===== config.mk =====
export PLATFORM = sky130hd
export DESIGN_NAME = thresholding_param_loader
export DESIGN_NICKNAME = d
export VERILOG_FILES = /design/src/rtl/thresholding_pkg.sv /design/src/rtl/thresholding_addr_cnt.sv /design/src/rtl/thresholding_param_loader.sv
export SDC_FILE = /design/constraint.sdc
export NUM_CORES = 1
export LEC_CHECK = 0
export ABC_AREA = 1
export BUFFER_PORTS_ARGS = -buffer_cell sky130_fd_sc_hd__buf_2
export CORE_ASPECT_RATIO = 1.2
export CORE_MARGIN = 2
export CORE_UTILIZATION = 42
export DETAILED_ROUTE_END_ITERATION = 6
export PLACE_DENSITY = 0.79
export RECOVER_POWER = 25
export SETUP_SLACK_MARGIN = 0.2
export SYNTH_ARGS = -nofsm -noshare
export SYNTH_HDL_FRONTEND = slang
export SYNTH_SLANG_ARGS = --single-unit

===== constraint.sdc =====
create_clock -name ap_clk -period 1.4 [get_ports ap_clk]
set_clock_uncertainty 0.05 [all_clocks]
set_input_delay 0.28 -clock ap_clk [delete_from_list [all_inputs] [get_ports ap_clk]]
set_output_delay 0.28 -clock ap_clk [all_outputs]
set_load 0.1 [all_outputs]

===== src/rtl/thresholding_pkg.sv =====
// Shared types and helpers for the thresholding parameter loader.
//   loader_state_e : sequencer states
//   cf_of / t_of / addr_bits_of : derived sizes from the top-level parameters
//   thresh_addr    : byte address {cf, pe, t, 2'b00} of one threshold register
package thresholding_pkg;

  typedef enum logic [2:0] {
    ST_IDLE,
    ST_FETCH,
    ST_ISSUE,
    ST_RESP,
    ST_DONE
  } loader_state_e;

  function automatic int cf_of(int c, int pe);
    return c / pe;
  endfunction

  function automatic int t_of(int n);
    return (1 << n) - 1;
  endfunction

  function automatic int addr_bits_of(int c, int pe, int n);
    return $clog2(c / pe) + $clog2(pe) + n + 2;
  endfunction

  // pe_bits is $clog2(PE); a zero-width field simply contributes no shift.
  // The cf field sits above pe/t, so when CF==1 it lands outside ADDR_BITS
  // and is dropped by the caller's truncation.
  function automatic logic [31:0] thresh_addr(int cf, int pe, int t, int n, int pe_bits);
    logic [31:0] a;
    a = 32'(cf);
    a = (a << pe_bits) | 32'(pe);
    a = (a << n) | 32'(t);
    return a << 2;
  endfunction

endpackage


===== src/rtl/thresholding_addr_cnt.sv =====
// Cascaded threshold/PE/channel-fold counter.
//   clk_i, rst_ni : clock, async active-low reset
//   clr_i         : zero all fields
//   inc_i         : advance t, carrying into pe then cf
//   t_o/pe_o/cf_o : current position
//   last_o        : position is the final word (cf=CF-1, pe=PE-1, t=T-1)
module thresholding_addr_cnt #(
  parameter int N   = 2,
  parameter int PE  = 1,
  parameter int CF  = 1,
  parameter int TW  = 2,
  parameter int PEW = 1,
  parameter int CFW = 1
) (
  input  logic           clk_i,
  input  logic           rst_ni,
  input  logic           clr_i,
  input  logic           inc_i,
  output logic [TW-1:0]  t_o,
  output logic [PEW-1:0] pe_o,
  output logic [CFW-1:0] cf_o,
  output logic           last_o
);

  localparam int T = (1 << N) - 1;

  logic [TW-1:0]  t_q, t_d;
  logic [PEW-1:0] pe_q, pe_d;
  logic [CFW-1:0] cf_q, cf_d;
  logic t_wrap, pe_wrap, cf_wrap;

  assign t_wrap  = (t_q == TW'(T - 1));
  assign pe_wrap = (pe_q == PEW'(PE - 1));
  assign cf_wrap = (cf_q == CFW'(CF - 1));
  assign last_o  = t_wrap && pe_wrap && cf_wrap;

  always_comb begin
    t_d  = t_q;
    pe_d = pe_q;
    cf_d = cf_q;
    if (clr_i) begin
      t_d  = '0;
      pe_d = '0;
      cf_d = '0;
    end else if (inc_i) begin
      if (!t_wrap) begin
        t_d = t_q + 1'b1;
      end else begin
        t_d = '0;
        if (!pe_wrap) begin
          pe_d = pe_q + 1'b1;
        end else begin
          pe_d = '0;
          cf_d = cf_wrap ? '0 : cf_q + 1'b1;
        end
      end
    end
  end

  always_ff @(posedge clk_i or negedge rst_ni) begin
    if (!rst_ni) begin
      t_q  <= '0;
      pe_q <= '0;
      cf_q <= '0;
    end else begin
      t_q  <= t_d;
      pe_q <= pe_d;
      cf_q <= cf_d;
    end
  end

  assign t_o  = t_q;
  assign pe_o = pe_q;
  assign cf_o = cf_q;

endmodule


===== src/rtl/thresholding_param_loader.sv =====
// Streams a threshold image into a thresholding adapter over AXI-Lite writes,
// one write per stream beat, walking cf -> pe -> t.
//   ap_clk, ap_rst_n      : clock, async active-low reset
//   start / busy / done   : load request, in-progress flag, completion pulse
//   err                   : sticky, set by any non-OKAY BRESP
//   s_axis_*              : threshold stream (data in bits [K-1:0])
//   m_axilite_AW*/W*/B*   : AXI-Lite write channels toward the adapter
// Every output comes from a register or from the state register alone.
module thresholding_param_loader
  import thresholding_pkg::*;
#(
  parameter int N      = 2,
  parameter int K      = 8,
  parameter int C      = 1,
  parameter int PE     = 1,
  parameter int SIGNED = 1,
  localparam int DW        = ((K + 7) / 8) * 8,
  localparam int ADDR_BITS = addr_bits_of(C, PE, N)
) (
  input  logic                 ap_clk,
  input  logic                 ap_rst_n,
  input  logic                 start,
  output logic                 busy,
  output logic                 done,
  output logic                 err,
  input  logic                 s_axis_tvalid,
  output logic                 s_axis_tready,
  input  logic [DW-1:0]        s_axis_tdata,
  output logic                 m_axilite_AWVALID,
  input  logic                 m_axilite_AWREADY,
  output logic [ADDR_BITS-1:0] m_axilite_AWADDR,
  output logic                 m_axilite_WVALID,
  input  logic                 m_axilite_WREADY,
  output logic [31:0]          m_axilite_WDATA,
  output logic [3:0]           m_axilite_WSTRB,
  input  logic                 m_axilite_BVALID,
  output logic                 m_axilite_BREADY,
  input  logic [1:0]           m_axilite_BRESP
);

  localparam int CF  = cf_of(C, PE);
  localparam int TW  = N;
  localparam int PEB = $clog2(PE);
  localparam int PEW = (PE > 1) ? $clog2(PE) : 1;
  localparam int CFW = (CF > 1) ? $clog2(CF) : 1;

  if (C % PE != 0) begin : g_bad_pe
    $error("thresholding_param_loader: C must be a multiple of PE");
  end

  loader_state_e  state_q, state_d;
  logic           awvalid_q, awvalid_d;
  logic           wvalid_q, wvalid_d;
  logic           err_q, err_d;
  logic [31:0]    wdata_q, wdata_d;
  logic [31:0]    ext;
  logic           cnt_clr, cnt_inc, cnt_last;
  logic [TW-1:0]  cnt_t;
  logic [PEW-1:0] cnt_pe;
  logic [CFW-1:0] cnt_cf;

  // Widen the K-bit threshold to 32 bits, sign- or zero-filled.
  for (genvar i = 0; i < 32; i++) begin : g_ext
    if (i < K) begin : g_bit
      assign ext[i] = s_axis_tdata[i];
    end else if (SIGNED != 0) begin : g_sx
      assign ext[i] = s_axis_tdata[K-1];
    end else begin : g_zx
      assign ext[i] = 1'b0;
    end
  end

  thresholding_addr_cnt #(
    .N(N), .PE(PE), .CF(CF), .TW(TW), .PEW(PEW), .CFW(CFW)
  ) u_cnt (
    .clk_i (ap_clk),
    .rst_ni(ap_rst_n),
    .clr_i (cnt_clr),
    .inc_i (cnt_inc),
    .t_o   (cnt_t),
    .pe_o  (cnt_pe),
    .cf_o  (cnt_cf),
    .last_o(cnt_last)
  );

  always_comb begin
    state_d   = state_q;
    awvalid_d = awvalid_q;
    wvalid_d  = wvalid_q;
    err_d     = err_q;
    wdata_d   = wdata_q;
    cnt_clr   = 1'b0;
    cnt_inc   = 1'b0;
    case (state_q)
      ST_IDLE: begin
        if (start) begin
          state_d = ST_FETCH;
          cnt_clr = 1'b1;
          err_d   = 1'b0;
        end
      end
      ST_FETCH: begin
        if (s_axis_tvalid) begin
          wdata_d   = ext;
          awvalid_d = 1'b1;
          wvalid_d  = 1'b1;
          state_d   = ST_ISSUE;
        end
      end
      ST_ISSUE: begin
        // A low valid doubles as that channel's "already accepted" flag.
        if (m_axilite_AWREADY) awvalid_d = 1'b0;
        if (m_axilite_WREADY)  wvalid_d  = 1'b0;
        if (!awvalid_d && !wvalid_d) state_d = ST_RESP;
      end
      ST_RESP: begin
        if (m_axilite_BVALID) begin
          err_d   = err_q | (m_axilite_BRESP != 2'b00);
          cnt_inc = 1'b1;
          state_d = cnt_last ? ST_DONE : ST_FETCH;
        end
      end
      ST_DONE: state_d = ST_IDLE;
      default: state_d = ST_IDLE;
    endcase
  end

  always_ff @(posedge ap_clk or negedge ap_rst_n) begin
    if (!ap_rst_n) begin
      state_q   <= ST_IDLE;
      awvalid_q <= 1'b0;
      wvalid_q  <= 1'b0;
      err_q     <= 1'b0;
      wdata_q   <= '0;
    end else begin
      state_q   <= state_d;
      awvalid_q <= awvalid_d;
      wvalid_q  <= wvalid_d;
      err_q     <= err_d;
      wdata_q   <= wdata_d;
    end
  end

  // Counters only move in RESP, so the address is stable across ISSUE.
  assign m_axilite_AWADDR  = ADDR_BITS'(thresh_addr(32'(cnt_cf), 32'(cnt_pe), 32'(cnt_t), N, PEB));
  assign m_axilite_AWVALID = awvalid_q;
  assign m_axilite_WVALID  = wvalid_q;
  assign m_axilite_WDATA   = wdata_q;
  assign m_axilite_WSTRB   = 4'hF;
  assign m_axilite_BREADY  = (state_q == ST_RESP);
  assign s_axis_tready     = (state_q == ST_FETCH);
  assign busy              = (state_q != ST_IDLE);
  assign done              = (state_q == ST_DONE);
  assign err               = err_q;

endmodule

---- Yosys cells after proc, flatten, opt, wreduce, memory -nomap -nowiden ----
Cells that the tools add are included.
Widths: inputs -> output; s select.
cells by class
  add/sub/neg operators ................... 3
  multiply operators ...................... 0
  div/mod/pow operators ................... 0
  order comparisons ....................... 0
  eq/ne operators ......................... 10
  shift operators ......................... 0
  mux-type cells .......................... 32
  bitwise logic cells ..................... 4
  reductions and logical operators ........ 18
operator list
  operator             count
  $mux 1               20
  $mux 3               5
  $pmux 3 s4           1
  $ne 2x2->1 const B   5
  $reduce_bool 2->1    5
  $eq 3x2->1 const B   2
  $mux 2               3
  $pmux 1 s2           3
  $reduce_and 2->1     3
  $reduce_and 3->1     2
  $reduce_and 4->1     1
  $eq 3x1->1 const B   1
  $eq 3x3->1 const B   1
  $logic_and 1x1->1    3
  $logic_not 3->1      1
  $reduce_bool 3->1    1
  $add 1x1->1 const B  2
  $add 2x1->2 const B  1
  $eq 2x2->1 const B   1
  $logic_not 1->1      2
  $not 1->1            2
  $or 1x2->2 const A   1
  $or 1x1->1           1
word-level totals
  flip-flop bits (word level) ............. 18
  bits in latches ......................... 0
  bits in writable memories ............... 0
  bits in read-only memories .............. 0
  output and inout port bits .............. 47
  memories kept ........................... 0

---- Longest topological paths before layout ----
Gate-level depths: netlist (run 1).
  depth after elaboration ................. 6
  depth in mapped cells ................... 8
  gate-level depth less buffers ........... 8

---- Cells and area by module ----
Synthesis (run 1) repeated with hierarchy kept, for this count alone.
unflattened totals
  cells, all modules ...................... 146
  area total of the unflattened synthesis .. 1072.3 sq um
by module, submodules not included
  module                     instances  cells an instance  area an instance (sq um)  seq. area each (sq um)
  thresholding_param_loader  1          130                957.2                     350.3
  thresholding_addr_cnt      1          16                 115.1                     50.0

---- Least setup slack after synthesis (run 1) ----
No wires, ideal clock.
  kind .................................... register -> output
  start point ............................. register state_q[1]
  end point ............................... output done
  data arrival time ....................... 2.540 ns
  data required time ...................... 1.070 ns
  setup slack ............................. -1.470 ns
  cell stages (with the launch flop) ...... 2
  path through ............................ dfrtp_1 > nor3_1
on the way
  cells in the longest elaborated chain, start to end .. 1
ends and longest elaborated chain
  element                 line                              RTL
  from (decl)             thresholding_param_loader.sv:51   loader_state_e state_q, state_d;
  from (signal assigned)  thresholding_param_loader.sv:136  state_q <= state_d;
  $eq 3x3->1              thresholding_param_loader.sv:153  assign done = (state_q == ST_DONE);
  to (decl)               thresholding_param_loader.sv:24   output logic done,
Every way passes these cells.

---- Worst setup path in the final report (run 1) ----
  start point ............................. register state_q[0]
  end point ............................... output s_axis_tready
on the way
  cells in the longest elaborated chain, start to end .. 1
ends and longest elaborated chain
  element     line                              RTL
  $eq 3x1->1  thresholding_param_loader.sv:151  assign s_axis_tready = (state_q == ST_FETCH);
  to (decl)   thresholding_param_loader.sv:27   output logic s_axis_tready,
Every way passes these cells.

==> flow_summary_export.csv, run 1 <==
group,metric,value,unit
status,violations,"negative setup slack",
status,status,"finished with violations",
critical_path,reg2reg_to,"state_q[1]$_DFFE_PN0P_",
routing,post-route-drc-count,0,
logic_synthesis,ys_seq_area_share,38.7,%
logic_synthesis,syn_avg_cell_area,7.84,µm²
critical_path,worst_r2r_startpoint,"state_q[2]$_DFFE_PN0P_",
critical_path,timing.critical_path.slowest_stage_cell,"sky130_fd_sc_hd__dfrtp_2",
critical_path,required,1.07,ns
critical_path,cp-end-kind,"primary output",
worst_hold_path,worst_hold_path_type,"in2reg",
cts,htree_num_levels,1,
critical_path,worst_setup_path_startpoint,"state_q[0]$_DFFE_PN0P_",
sta,period_minus_slack,1.69,ns
job,max_cap_viol_count,0,
sta,setup-tns-final,-7.27,ns
critical_path,timing.critical_path.fanout_max,4,
logic_synthesis,ys_seq_elements,16,
floorplan,floorplan.rows,19,
logic_synthesis,mappedNetlistArea,1030,µm²
cts,maximum_buffer_depth_of_the_clock_tree,2,
cts,clock_insertion_delay_worst_skew,0.30,ns
routing,drt_pass1_iterations,4,
cts,clkSlewWorstSetupHoldPaths,0.11,ns
critical_path,reg2reg_depth,10,
placed_design,post_detail_place_hpwl,2.19,mm
routing,postRouteAntennaNets,0,
cts,cts_sinks,16,
logic_synthesis,synth_cells,132,
global_route,first_pass_grt_wire_length,6.03,mm
critical_path,critical_path_cell_list,"inv_2 -> nor2_4 -> nand2_4 -> clkinvlp_4 -> buf_12",
critical_path,reg_to_reg_setup_timing_slack,-0.25,ns
sta,drv_slew,0,
worst_hold_path,hold_path_startpoint,"s_axis_tdata[6]",
logic_synthesis,ys.flop_type,"sky130_fd_sc_hd__dfrtp_1",
cells_and_area,final_nets,208,
placed_design,gpl_congestion,0.771,
cells_and_area,register_area,422,µm²
critical_path,worstSetupEndpoint,"s_axis_tready",
global_route,grt_pass1_vias,1157,
logic_synthesis,synth-async-reset-ratio,100,%
global_route,grt_remaining_overflow,0,
global_route,antenna_found_initial,0,
sta,hold_slack,0.153,ns
critical_path,cpPeakStageDelay,0.46,ns
routing,finalWirelength,5.52,mm
placed_design,port_buffers,57,
logic_synthesis,cell_type_with_the_highest_aggregate_area_in_the_netlist,"sky130_fd_sc_hd__dfrtp_1",
cells_and_area,antenna_cells_inserted,0,
sta,fmax,593,MHz
sta,fin_crit_sh,120,%
logic_synthesis,ys_warn_count,0,
sta,rsz_0062_raised_after_global_routing,"true",
floorplan,top_level_ports,64,
logic_synthesis,yosysTopAreaCellShare,38.7,%
cts,numCtsBuffers,3,
routing,drt_iter0_drc,81,
floorplan,die_width,49.3,µm
sta,layout_setup_ws,-0.285,ns
critical_path,crit_path_start_kind,"register",
floorplan,dieArea,2880,µm²
logic_synthesis,ys_top_cells_by_count,"sky130_fd_sc_hd__nand2_1, sky130_fd_sc_hd__buf_4, sky130_fd_sc_hd__dfrtp_1, sky130_fd_sc_hd__inv_1, sky130_fd_sc_hd__nor2_1",
logic_synthesis,synth_cell_type_count,21,
sta,fin_hold_viols,0,
cells_and_area,fillCellCount,36,
floorplan,dieHeight,58.4,µm
cells_and_area,area_taken_by_multi_input_logic_gates,509,µm²
critical_path,timing.critical_path.arrival,1.36,ns
routing,route.detailed.wl_per_inst,25.0,µm
logic_synthesis,yosys.cell_count.top_type,"sky130_fd_sc_hd__nand2_1",
sta,setup_viol,44,
logic_synthesis,synth_enable_flop_cells,0,
global_route,grt_max_degree,17,
floorplan,core_area,2310,µm²
placed_design,dp_slack,0.0106,ns
logic_synthesis,netlist_top_cells_area,"sky130_fd_sc_hd__dfrtp_1, sky130_fd_sc_hd__buf_4, sky130_fd_sc_hd__nand2_1",
routing,routed_via_density,5.49,
global_route,overall_global_routing_resource_usage,29.0,%
cts,clock_tree.root_cell,"sky130_fd_sc_hd__clkbuf_4",
cts,tritoncts,"yes",
routing,detailroute.via_count,1214,
cells_and_area,layout-area-overhead-vs-synth,116,%
cells_and_area,drive_above_1_share,74.7,%
floorplan,initial_core_util,44.9,%
critical_path,worstSetupPathType,"reg2out",
## worst max-delay path: cells and delay by family, from the launching register on
kind	cells	cell delay (ns)
flip-flops	1	0.46
buffers and inverters	3	0.35
AND/OR/NAND/NOR	2	0.24
## stage by stage
stage,instances,util [%],instance area [µm²]
after detailed placement,197,79.3,1830
after global placement,197,79.3,1830
after global routing,221,96.9,2230
final,221,96.9,2230
after CTS,215,90.5,2090
after floorplan,136,-,1230
## registers in the layout, indices dropped and copies added (netlist names)
signal	cells
state_q	3
u_cnt.t_o	2
err	1
m_axilite_WVALID	1
m_axilite_AWVALID	1
m_axilite_WDATA	8
## cells in the final DEF (no fill, tap or decap), drive strengths merged, types with 2 or more instances in the layout
cell | synthesis | final
conb | 2 | 6
clkbuf | 0 | 6
dfrtp | 16 | 16
nor2 | 9 | 9
o21ai | 4 | 4
nand4 | 2 | 2
nand2 | 46 | 46
nor3 | 2 | 2
buf | 31 | 78
nand3 | 2 | 2
inv | 14 | 13
## logic make-up (layout without fill, tap and decap cells)
family | count (synthesis) | after routing | synth area share, %
and+or+nand+nor | 62 | 62 | 27.9
AOI/OAI and AO/OA | 7 | 7 | 4.72
DFF | 16 | 16 | 38.7
buffers and inverters | 45 | 99 | 27.9
other | 2 | 6 | 0.726
## how the worst min path moves through the flow
stage                     slack (ns)  depth (start not counted)                        endpoint
after CTS                       0.14                          3  m_axilite_WDATA[0]$_DFFE_PN0P_
after global routing            0.15                          3  m_axilite_WDATA[6]$_DFFE_PN0P_
after floorplan                -0.07                          0                 err$_DFFE_PN0P_
after global placement          0.16                          1          state_q[2]$_DFFE_PN0P_
after detailed placement        0.16                          1          state_q[2]$_DFFE_PN0P_
final                           0.15                          3  m_axilite_WDATA[6]$_DFFE_PN0P_
## timing repair
action | 4_1_cts | 5_1_grt
setup endpoints to repair | 55 | 57
pin swaps | 6 | 15
resized for setup | 30 | 24
gates cloned | 2 | 1
setup buffers | 11 | 5
hold endpoints to repair | 16 | 0
hold buffers | 1 | 0
## final cells by class
class / count / area share, %
Inverter: 14 / 2.63
Tap cell: 31 / 1.74
Multi-Input combinational cell: 75 / 22.8
Clock buffer: 4 / 1.18
Sequential cell: 16 / 18.9
Timing Repair Buffer: 81 / 52.8
## metal layers
layer  share of wire (%)  global-route usage, %  wire length (µm)
met5                   0                      0                 0
met4                 6.0                   20.0               330
met3                 7.5                   8.38               416
met2                  51                   54.8              2790
met1                  36                   26.6              1980
Power of run 1 is not shown: default switching activity piles up to over one toggle a cycle in this logic, so the estimate is an artifact.
==> inputs of run 2 (changes only) <==
--- a/config.mk
+++ b/config.mk
@@ -11,8 +11,9 @@
 export CORE_MARGIN = 2
 export CORE_UTILIZATION = 42
 export DETAILED_ROUTE_END_ITERATION = 6
-export PLACE_DENSITY = 0.79
+export PLACE_DENSITY_LB_ADDON = 0.12
 export RECOVER_POWER = 25
+export REMOVE_ABC_BUFFERS = 1
 export SETUP_SLACK_MARGIN = 0.2
 export SYNTH_ARGS = -nofsm -noshare
 export SYNTH_HDL_FRONTEND = slang
==> flow_summary_export.csv, run 2 <==
group,metric,value,unit
logic_synthesis,ys.flop_type,"sky130_fd_sc_hd__dfrtp_1",
cts,clock_tree.root_cell,"sky130_fd_sc_hd__clkbuf_4",
placed_design,dp_slack,0.0166,ns
logic_synthesis,synth-async-reset-ratio,100,%
logic_synthesis,ys_top_cells_by_count,"sky130_fd_sc_hd__nand2_1, sky130_fd_sc_hd__buf_4, sky130_fd_sc_hd__dfrtp_1, sky130_fd_sc_hd__inv_1, sky130_fd_sc_hd__nor2_1",
logic_synthesis,synth_cells,132,
placed_design,post_detail_place_hpwl,2.15,mm
cts,cts_sinks,16,
logic_synthesis,ys_warn_count,0,
logic_synthesis,synth_cell_type_count,21,
global_route,grt_max_degree,17,
floorplan,die_width,49.3,µm
logic_synthesis,cell_type_with_the_highest_aggregate_area_in_the_netlist,"sky130_fd_sc_hd__dfrtp_1",
cts,htree_num_levels,1,
floorplan,dieHeight,58.4,µm
logic_synthesis,synth_enable_flop_cells,0,
floorplan,initial_core_util,44.9,%
logic_synthesis,mappedNetlistArea,1030,µm²
placed_design,placed_area,1810,µm²
logic_synthesis,ys_seq_elements,16,
placed_design,port_buffers,57,
sta,grt_worst_setup_endpoint,"s_axis_tready",
placed_design,gpl_congestion,0.770,
cts,numCtsBuffers,3,
floorplan,top_level_ports,64,
logic_synthesis,yosysTopAreaCellShare,38.7,%
status,status,"aborted with a tool error",
floorplan,floorplan.rows,19,
sta,worst_endpoint_kind,"top-level output",
logic_synthesis,netlist_top_cells_area,"sky130_fd_sc_hd__dfrtp_1, sky130_fd_sc_hd__buf_4, sky130_fd_sc_hd__nand2_1",
logic_synthesis,ys_seq_area_share,38.7,%
status,flow.stopped_at,"global routing (5_1_grt)",
logic_synthesis,syn_avg_cell_area,7.84,µm²
status,tool.error,"[ERROR DPL-0033] detailed placement checks failed during check placement.",
cts,maximum_buffer_depth_of_the_clock_tree,2,
global_route,antenna_found_initial,0,
logic_synthesis,yosys.cell_count.top_type,"sky130_fd_sc_hd__nand2_1",
run 2: cell families after synthesis:
kind of cell,Yosys count,share of synthesized area (%)
buf+inv,45,27.9
flops,16,38.7
other cells,2,0.726
simple gates,62,27.9
compound gates,7,4.72
run 2: timing repair:
| item | 4_1_cts |
|---|---|
| hold buffers | 1 |
| hold endpoints to repair | 16 |
| pin swaps | 9 |
| buffers inserted | 17 |
| gates cloned | 2 |
| gates resized for setup | 32 |
| setup endpoints to repair | 56 |
run 2: metrics by stage:
stage	util, %	std cells	hold slack (ns)	TNS, ns
2_1_floorplan	-	105	-0.0656	-370.31
3_3_place_gp	78.4	197	0.157	0
3_5_place_dp	78.4	197	0.167	0
4_1_cts	92.7	220	0.149	-3.29
==> inputs of run 3 (changes only) <==
--- a/config.mk
+++ b/config.mk
@@ -7,14 +7,12 @@
 export LEC_CHECK = 0
 export ABC_AREA = 1
 export BUFFER_PORTS_ARGS = -buffer_cell sky130_fd_sc_hd__buf_2
-export CORE_ASPECT_RATIO = 1.2
-export CORE_MARGIN = 2
-export CORE_UTILIZATION = 42
+export CORE_AREA = 2 2 63 65
 export DETAILED_ROUTE_END_ITERATION = 6
-export PLACE_DENSITY_LB_ADDON = 0.12
+export DIE_AREA = 0 0 65 67
+export PLACE_DENSITY_LB_ADDON = 0.15
 export RECOVER_POWER = 25
 export REMOVE_ABC_BUFFERS = 1
-export SETUP_SLACK_MARGIN = 0.2
 export SYNTH_ARGS = -nofsm -noshare
 export SYNTH_HDL_FRONTEND = slang
 export SYNTH_SLANG_ARGS = --single-unit
==> flow_summary_export.csv, run 3 (synthesis results as in run 1) <==
group,metric,value,unit
sta,hold_slack,0.170,ns
placed_design,post_detail_place_hpwl,2.03,mm
sta,fin_hold_viols,0,
cells_and_area,final_nets,196,
critical_path,timing.critical_path.arrival,1.19,ns
sta,setup_viol,23,
cts,tritoncts,"yes",
floorplan,dieHeight,67,µm
cells_and_area,postLayoutCoreUtil,57.1,%
job,max_cap_viol_count,0,
placed_design,port_buffers,57,
routing,drt_iter0_drc,23,
critical_path,cp-end-kind,"primary output",
routing,drt_pass1_iterations,4,
cts,maximum_buffer_depth_of_the_clock_tree,2,
sta,fin_crit_sh,108,%
global_route,antenna_found_initial,0,
cts,htree_num_levels,1,
global_route,first_pass_grt_wire_length,4.26,mm
cells_and_area,finish.instance_area,2060,µm²
placed_design,gpl_congestion,0.755,
cells_and_area,most-common-layout-cells,"sky130_fd_sc_hd__buf_12, sky130_fd_sc_hd__nand2_1, sky130_fd_sc_hd__buf_2, sky130_fd_sc_hd__dfrtp_1",
sta,fmax,659,MHz
cells_and_area,antenna_cells_inserted,0,
sta,layout_setup_ws,-0.117,ns
routing,detailroute.via_count,910,
floorplan,dieArea,4360,µm²
global_route,overall_global_routing_resource_usage,12.8,%
global_route,grt_pass1_vias,904,
status,violations,"negative setup slack",
floorplan,core_area,3610,µm²
critical_path,required,1.07,ns
floorplan,floorplan.rows,22,
cells_and_area,layout.cells.most_common,"sky130_fd_sc_hd__buf_12",
critical_path,crit_path_start_kind,"register",
sta,setup-tns-final,-2.25,ns
routing,post-route-drc-count,0,
global_route,grt_max_degree,17,
routing,finalWirelength,2.64,mm
routing,route.detailed.wl_per_inst,11.7,µm
cells_and_area,largest_register_ffs,8,
routing,postRouteAntennaNets,0,
cts,clkSlewWorstSetupHoldPaths,0.07,ns
floorplan,top_level_ports,64,
sta,drv_slew,0,
global_route,grt_remaining_overflow,0,
critical_path,timing.critical_path.fanout_max,6,
status,status,"finished with violations",
cts,cts_sinks,16,
sta,rsz_0062_raised_after_global_routing,"true",
sta,period_minus_slack,1.52,ns
critical_path,worstSetupPathType,"reg2out",
cells_and_area,drive_above_1_share,55.1,%
worst_hold_path,worst_hold_path_type,"in2reg",
cts,clock_insertion_delay_worst_skew,0.25,ns
routing,routed_via_density,4.03,
cts,clock_tree.root_cell,"sky130_fd_sc_hd__clkbuf_8",
placed_design,placed_area,1830,µm²
floorplan,die_width,65,µm
cts,numCtsBuffers,3,
cells_and_area,layout-area-overhead-vs-synth,99.2,%
floorplan,initial_core_util,28.7,%
[run 3: worst paths after layout]
kind / startpoint / to / slack, ns / cells after the start
setup / recovery: state_q[0]$_DFFE_PN0P_ / done / -0.12 / 3
setup reg to reg: state_q[0]$_DFFE_PN0P_ / m_axilite_AWVALID$_DFFE_PN0P_ / 0.02 / 8
hold / removal: s_axis_tdata[2] / m_axilite_WDATA[2]$_DFFE_PN0P_ / 0.17 / 3
hold reg to reg: m_axilite_WDATA[6]$_DFFE_PN0P_ / m_axilite_WDATA[6]$_DFFE_PN0P_ / 0.50 / 2
max in group asynchronous: ap_rst_n / state_q[1]$_DFFE_PN0P_ / 0.55 / 2
min in group asynchronous: ap_rst_n / err$_DFFE_PN0P_ / 0.44 / 2
[run 3: what timing repair did]
| item | 4_1_cts | 5_1_grt |
|---|---|---|
| gates cloned | 2 | 0 |
| buffers inserted | 5 | 1 |
| pin swaps | 2 | 8 |
| endpoints found under the setup margin | 29 | 41 |
| hold buffers | 1 | 0 |
| endpoints found under the hold margin | 16 | 0 |
| gates resized for setup | 12 | 11 |
[run 3: final cells by class]
class / instances / area [µm²]
well taps: 48 / 60.1
fillers: 324 / 1550
repair buffers: 69 / 1100
flip-flops and latches: 16 / 404
multi-input cells: 75 / 383
inverters: 14 / 57.6
clock buffers: 4 / 55.1
[run 3: stage by stage]
| stage | std cells | worst slack [ns] |
|---|---|---|
| 2_1_floorplan | 105 | -14.44 |
| 3_3_place_gp | 214 | 0.111 |
| 3_5_place_dp | 214 | 0.0900 |
| 4_1_cts | 226 | -0.119 |
| 5_1_grt | 226 | -0.144 |
| 6_report | 226 | -0.117 |
[run 3: critical path, stage by stage (launching register included)]
cell and delay, ns:
sky130_fd_sc_hd__dfrtp_2 0.46, sky130_fd_sc_hd__nor3_2 0.18, sky130_fd_sc_hd__buf_4 0.14, sky130_fd_sc_hd__buf_12 0.16
[run 3: metal layers]
metal | up-vias | wire length [µm] | track usage, %
met3 | 4 | 139 | 3.55
li1 | 452 | - | -
met2 | 27 | 1520 | 24.6
met1 | 427 | 952 | 13.8
met4 | 0 | 25 | 3.19
met5 | - | 0 | 0
Power of run 3 is left out for the same reason.
